$ cat config.mk
export PLATFORM = sky130hd
export DESIGN_NAME = branch_resolve_unit
export DESIGN_NICKNAME = d
export VERILOG_FILES = /design/src/rtl/branch_resolve_unit.sv
export SDC_FILE = /design/constraint.sdc
export NUM_CORES = 1
export LEC_CHECK = 0
export BUFFER_PORTS_ARGS = -buffer_cell sky130_fd_sc_hd__buf_2
export CAP_MARGIN = 20
export CORE_AREA = 5 5 53 46
export CTS_BUF_LIST = sky130_fd_sc_hd__clkbuf_2
export CTS_CLUSTER_SIZE = 20
export DETAILED_ROUTE_END_ITERATION = 7
export DIE_AREA = 0 0 58 51
export GPL_TIMING_DRIVEN = 1
export PLACE_DENSITY_LB_ADDON = 0.05
export SYNTH_ARGS = -nofsm -noshare
export SYNTH_HDL_FRONTEND = slang
export SYNTH_SLANG_ARGS = --single-unit
$ cat constraint.sdc
create_clock -name clk -period 1.8 [get_ports clk]
set_input_delay 0.09 -clock clk [delete_from_list [all_inputs] [get_ports clk]]
set_output_delay 0.09 -clock clk [all_outputs]
set_load 0.02 [all_outputs]
$ cat src/rtl/branch_resolve_unit.sv
// rtl/branch_resolve_unit.sv - branch/jump resolution with warm-up gating, redirect flush and stats
// Optional statistics counters enabled by defining BRANCH_STATS_EN.
module branch_resolve_unit #(
  parameter int WARMUP_CYCLES = 2,
  parameter int FLUSH_DEPTH   = 2,
  parameter int CNT_W         = 16
) (
  input  logic             clk,
  input  logic             rst_n,
  input  logic [6:0]       op,
  input  logic [2:0]       f3,
  input  logic             zero,
  input  logic             sign,
  input  logic             borrow,
  input  logic             valid_in,
  input  logic             stall,
  output logic [1:0]       pc_src,
  output logic             redirect,
  output logic             flush,
  output logic [CNT_W-1:0] taken_cnt,
  output logic [CNT_W-1:0] branch_cnt
);

  localparam logic [6:0] OP_JAL     = 7'b1101111;
  localparam logic [6:0] OP_JALR    = 7'b1100111;
  localparam logic [6:0] OP_BRANCH  = 7'b1100011;
  localparam logic [1:0] SRC_SEQ    = 2'b00;
  localparam logic [1:0] SRC_PC_IMM = 2'b01;
  localparam logic [1:0] SRC_RS1    = 2'b10;
  localparam logic [3:0] WARM_MAX   = 4'(WARMUP_CYCLES);
  localparam logic [2:0] FLUSH_LOAD = 3'(FLUSH_DEPTH);

  logic [3:0] warm_cnt;
  logic [2:0] flush_cnt;
  logic [1:0] raw_src;
  logic       take_cond;
  logic       warm;
  logic       resolve;

  always_comb begin
    take_cond = 1'b0;
    case (f3)
      3'b000:  take_cond = zero;
      3'b001:  take_cond = !zero;
      3'b100:  take_cond = sign;
      3'b101:  take_cond = !sign;
      3'b110:  take_cond = borrow;
      3'b111:  take_cond = !borrow;
      default: take_cond = 1'b0;
    endcase

    raw_src = SRC_SEQ;
    case (op)
      OP_JAL:    raw_src = SRC_PC_IMM;
      OP_JALR:   raw_src = SRC_RS1;
      OP_BRANCH: raw_src = take_cond ? SRC_PC_IMM : SRC_SEQ;
      default:   raw_src = SRC_SEQ;
    endcase
  end

  assign warm     = (warm_cnt == WARM_MAX);
  assign flush    = (flush_cnt != 3'd0);
  assign resolve  = valid_in && !stall && warm && !flush;
  assign pc_src   = resolve ? raw_src : SRC_SEQ;
  assign redirect = resolve && (raw_src != SRC_SEQ);

  always_ff @(posedge clk or negedge rst_n) begin
    if (!rst_n) begin
      warm_cnt <= 4'd0;
    end else if (!warm) begin
      warm_cnt <= warm_cnt + 4'd1;
    end
  end

  // Redirects can only occur with flush low, so a reload never collides with a decrement.
  always_ff @(posedge clk or negedge rst_n) begin
    if (!rst_n) begin
      flush_cnt <= 3'd0;
    end else if (redirect) begin
      flush_cnt <= FLUSH_LOAD;
    end else if (flush && !stall) begin
      flush_cnt <= flush_cnt - 3'd1;
    end
  end

`ifdef BRANCH_STATS_EN
  logic [CNT_W-1:0] taken_q;
  logic [CNT_W-1:0] branch_q;

  always_ff @(posedge clk or negedge rst_n) begin
    if (!rst_n) begin
      taken_q  <= '0;
      branch_q <= '0;
    end else begin
      if (redirect && (taken_q != '1)) begin
        taken_q <= taken_q + CNT_W'(1);
      end
      if (resolve && (op == OP_BRANCH) && (branch_q != '1)) begin
        branch_q <= branch_q + CNT_W'(1);
      end
    end
  end

  assign taken_cnt  = taken_q;
  assign branch_cnt = branch_q;
`else
  assign taken_cnt  = '0;
  assign branch_cnt = '0;
`endif

endmodule
Word level (Yosys, flattened, before mapping)

Cells that the tools add are included.

Word-level logic and storage cells: 33
Register bits: 7

$add $sub $neg: 2
Reduce and logical (&&, ||, !) cells: 14
Eq/ne operators: 9
Multiplexer cells: 6

Operators with widths:

| operator                                            | count |
|---|---|
| equality test 7 bit, second input constant          | 3 |
| equality test 3 bit, second input constant          | 4 |
| two-way mux 3 bit                                   | 2 |
| one-hot mux 1 bit (6 select lines)                  | 1 |
| one-hot mux 2 bit (3 select lines)                  | 1 |
| logical AND 1 bit                                   | 5 |
| zero test 1 bit                                     | 5 |
| adder 4 x 1 -> 4 bit, second input constant         | 1 |
| equality test 4 x 2 -> 1 bit, second input constant | 1 |
| nonzero test 2 bit                                  | 2 |
| equality test 3 x 1 -> 1 bit, second input constant | 1 |
| zero test 3 bit                                     | 1 |
| nonzero test 3 bit                                  | 1 |
| subtractor 3 x 1 -> 3 bit, second input constant    | 1 |
| two-way mux 2 bit                                   | 1 |
| two-way mux 1 bit                                   | 1 |

Logic depth before layout (Yosys ltp)

Depth after elaboration: 7
Gate-level depth with buffers: 8
Mapped depth without buffers: 8

Least setup slack after synthesis

No wires, ideal clock.

Path kind: reg-to-output
Start: reg warm_cnt[0]
End: out pc_src[0]
Slack: 69 ps
Buffers on the path: 0
Data arrival time: 1641 ps
Cell stages (with the launch flop): 6
Cells stage by stage: dfrtp_1 > inv_1 > ha_1 > nor3b_1 > and3_1 > a21boi_1

Word-level cells in the longest chain between the ends: 4

RTL lines:

| what                            | line | source |
|---|---|---|
| start, declared                 | 33   | `logic [3:0] warm_cnt;` |
| start signal, assigned          | 71   | `warm_cnt <= warm_cnt + 4'd1;` |
| equality test 4 x 2 -> 1 bit    | 61   | `assign warm = (warm_cnt == WARM_MAX);` |
| logical AND 1 bit (2 in series) | 63   | `assign resolve = valid_in && !stall && warm && !flush;` |
| two-way mux 2 bit               | 64   | `assign pc_src = resolve ? raw_src : SRC_SEQ;` |
| end, declared                   | 17   | `output logic [1:0] pc_src,` |

No other way between the ends.

Worst setup path after layout

Start: reg flush_cnt[1]
End: out pc_src[1]

Word-level cells in the longest chain between the ends: 4

RTL lines:

| what                   | line | source |
|---|---|---|
| start, declared        | 34   | `logic [2:0] flush_cnt;` |
| start signal, assigned | 82   | `flush_cnt <= flush_cnt - 3'd1;` |
| nonzero test 3 bit     | 62   | `assign flush = (flush_cnt != 3'd0);` |
| zero test 1 bit        | 63   |  |
| logical AND 1 bit      | 63   |  |
| two-way mux 2 bit      | 64   |  |

No other way between the ends.

==> results.yml <==
run_status:
  status: "finished clean"
routing:
  antenna_left: 0
  drc: 0
  detail_route.first_pass.iterations: 4
  drt_wl_total_um: 1250
  drt_iter0_drc: 6
  routedWlPerCell_um: 9.39
  via_count: 520
  vias_per_cell: 3.91
placement:
  pre_cts_slack_ns: 0.0683
  place_inst: 124
  gp_congestion: 0.734
  placed_area_um2: 718
  io_buffers: 20
  dpl.hpwl_um: 1060
worst_hold_path:
  hold_path.class: "in -> async"
floorplanning:
  ios: 53
  rows: 14
  core_um2: 1820
  dieHeight_um: 51
  dieWidth_um: 58
  die_area_um2: 2960
  initial_utilization: 0.387
flow_run:
  maxCapViolCount: 0
sta:
  fin_tns_setup_ns: 0
  fmax_mhz: 581
  hold_violations: 0
  final.setup.worst_slack_ns: 0.0776
  drv_slew: 0
  setup_viol: 0
  rsz0062_at_grt: "yes"
  fin_hold_ws_ns: 0.221
  period_share: 0.957
  clock_skew_ns: 0.00122
  fin_crit_ns: 1.72
grt:
  track_usage: 0.0851
  grt_max_degree: 8
  grt_antenna_before_repair: 0
  first_global_vias: 455
  gr-total-overflow: 0
  grt_first_pass_wirelength_um: 1930
yosys:
  synth-async-reset-ratio: 1.00
  synthTopCellsByCount: "32 x buf_4, 7 x dfrtp_1, 5 x inv_1, 5 x xnor2_1"
  synth_area_leader_cell: "buf_4"
  syn-instance-count: 80
  syn_area_per_cell_um2: 8.81
  synth_area_leaders: "buf_4 34%, dfrtp_1 25%, ha_1 7.1%"
  synth_ff_type: "dfrtp_1"
  synth_cell_types: 25
  synth.most_common_cell: "buf_4"
  ys_ff_latch: 7
  synth_edf_count: 0
  synth_seq_area_share: 0.249
  yosysWarnings: 0
  synth_area_um2: 704
  synth_top_area_frac: 0.341
clocking:
  cts_root_buf: "clkbuf_2"
  clockBufferDepth: 2
  numCtsBuffers: 3
  clkTransAtPathRegs_ns: 0.07
  htree_levels: 1
  clock_sinks: 7
  tritoncts: "yes"
  clk_latency_ns: 0.22
worst_setup_path:
  worstSetupPathType: "reg -> out"
  r2r_end: "flush_cnt[1]$_DFFE_PN0P_"
  crit_fanout: 4
  cp_data_arrival_time_ns: 1.63
  r2r_start: "flush_cnt[0]$_DFFE_PN0P_"
  worstPathRequired_ns: 1.71
  reg2reg_depth: 9
  worst_setup_path_start_kind: "flop"
  endpoint_kind: "output port"
  r2r_slack_ns: 0.12
pwr:
  p_int_mw: 0.406
  p_per_area_nw_per_um2: 789
  power_frac_clock: 0.170
  power_switching_share: 0.391
  power.leakage_nw: 0.450
  vdd_drop_max_uv: 471
  p_switching_mw: 0.261
  p_seq_frac: 0.312
  comb_power_share: 0.519
final_layout:
  regArea_um2: 175
  fill_cells: 195
  fin_nets: 131
  finalNonFillerCells: 133
  drive_gt1_frac: 0.339
  antenna_cells: 0
  multi_input_area_um2: 439
  fin_area_um2: 846
  syn2layout_area_growth_pct: 20.1
[metal layers]
| metal | GRT usage | vias to the layer above | part of all wire |
|---|---|---|---|
| li1 | - | 260 | - |
| met1 | 0.105 | 223 | 0.41 |
| met2 | 0.124 | 37 | 0.40 |
| met3 | 0.0529 | 0 | 0.19 |
| met4 | 0.0232 | 0 | 0 |
| met5 | 0 | - | 0 |
[cells by family (layout without fill, tap and decap cells)]
kind of cell,Yosys count,in the layout,synth area share
flip-flops,7,7,0.249
XOR/XNOR,7,7,0.0870
AND/OR/NAND/NOR,15,15,0.126
AO/OA/AOI/OAI,9,9,0.0941
adder cells (fa/ha/maj),4,4,0.0711
other,1,32,0.00532
buffers and inverters,37,35,0.368
[stage by stage]
step / util / total power [mW]
3_3_place_gp: 0.394 / 0.451
5_1_grt: 0.464 / 0.731
4_1_cts: 0.440 / 0.606
2_1_floorplan: - / 0.445
3_5_place_dp: 0.394 / 0.447
6_report: 0.464 / 0.667
[cell type report]
class                           instances  area share
Multi-Input combinational cell         67       0.519
Tap cell                               24      0.0355
Clock buffer                            4      0.0237
Timing Repair Buffer                   26       0.192
Inverter                                5      0.0222
Sequential cell                         7       0.207
[state kept, by name, indices dropped and copies added, names as in the netlist]
signal     flops
flush_cnt      3
warm_cnt       4
[how the worst max path moves through the flow]
stage | startpoint | end | cells past startpoint
5_1_grt | flush_cnt[1]$_DFFE_PN0P_ | pc_src[0] | 7
4_1_cts | flush_cnt[0]$_DFFE_PN0P_ | pc_src[0] | 7
3_5_place_dp | flush_cnt[0]$_DFFE_PN0P_ | flush_cnt[1]$_DFFE_PN0P_ | 8
6_report | flush_cnt[1]$_DFFE_PN0P_ | pc_src[1] | 7
3_3_place_gp | flush_cnt[0]$_DFFE_PN0P_ | flush_cnt[1]$_DFFE_PN0P_ | 8
2_1_floorplan | warm_cnt[0]$_DFFE_PN0P_ | pc_src[0] | 5
[critical path, stage by stage, from the launching register on]
cell and delay, ns:
dfrtp_1 0.37, inv_2 0.08, ha_4 0.14, ha_4 0.13
and4b_1 0.18, and3_4 0.21, and3b_1 0.18, buf_6 0.12
[layout by cell type (no fill, tap or decap)]
cell type      count
conb_1            32
a31oi_1            1
nand3_1            2
ha_4               2
nor2_1             4
nand3b_1           1
buf_2             17
and3_4             1
nor3b_2            1
buf_6              2
xnor2_1            5
and3b_1            1
a311o_1            1
and4b_1            2
nand2_1            2
ha_1               2
buf_4              6
o21ai_0            1
a21o_1             1
o32ai_1            1
clkbuf_2           4
a21boi_4           1
xor2_1             2
dfrtp_1            7
a21oi_1            1
inv_2              2
o21a_4             1
dlygate4sd3_1      1
or3_1              1
inv_1              3
a211oi_1           1
[power by group through the flow]
stage | sequential, mW | clock [mW] | combinational (mW)
after floorplan | 0.207 | 0 | 0.237
after global placement | 0.210 | 0 | 0.241
after detailed placement | 0.209 | 0 | 0.238
after CTS | 0.206 | 0.121 | 0.279
after global routing | 0.210 | 0.130 | 0.391
final | 0.208 | 0.113 | 0.346
[repair_timing]
item | 4_1_cts | 5_1_grt
hold buffers | 1 | 0
gates cloned | 0 | 0
setup endpoints to repair | 3 | 4
setup buffers | 3 | 1
pin swaps | 1 | 3
resized for setup | 9 | 7
hold endpoints to repair | 7 | 0
Power figures use the tool's default switching activity.
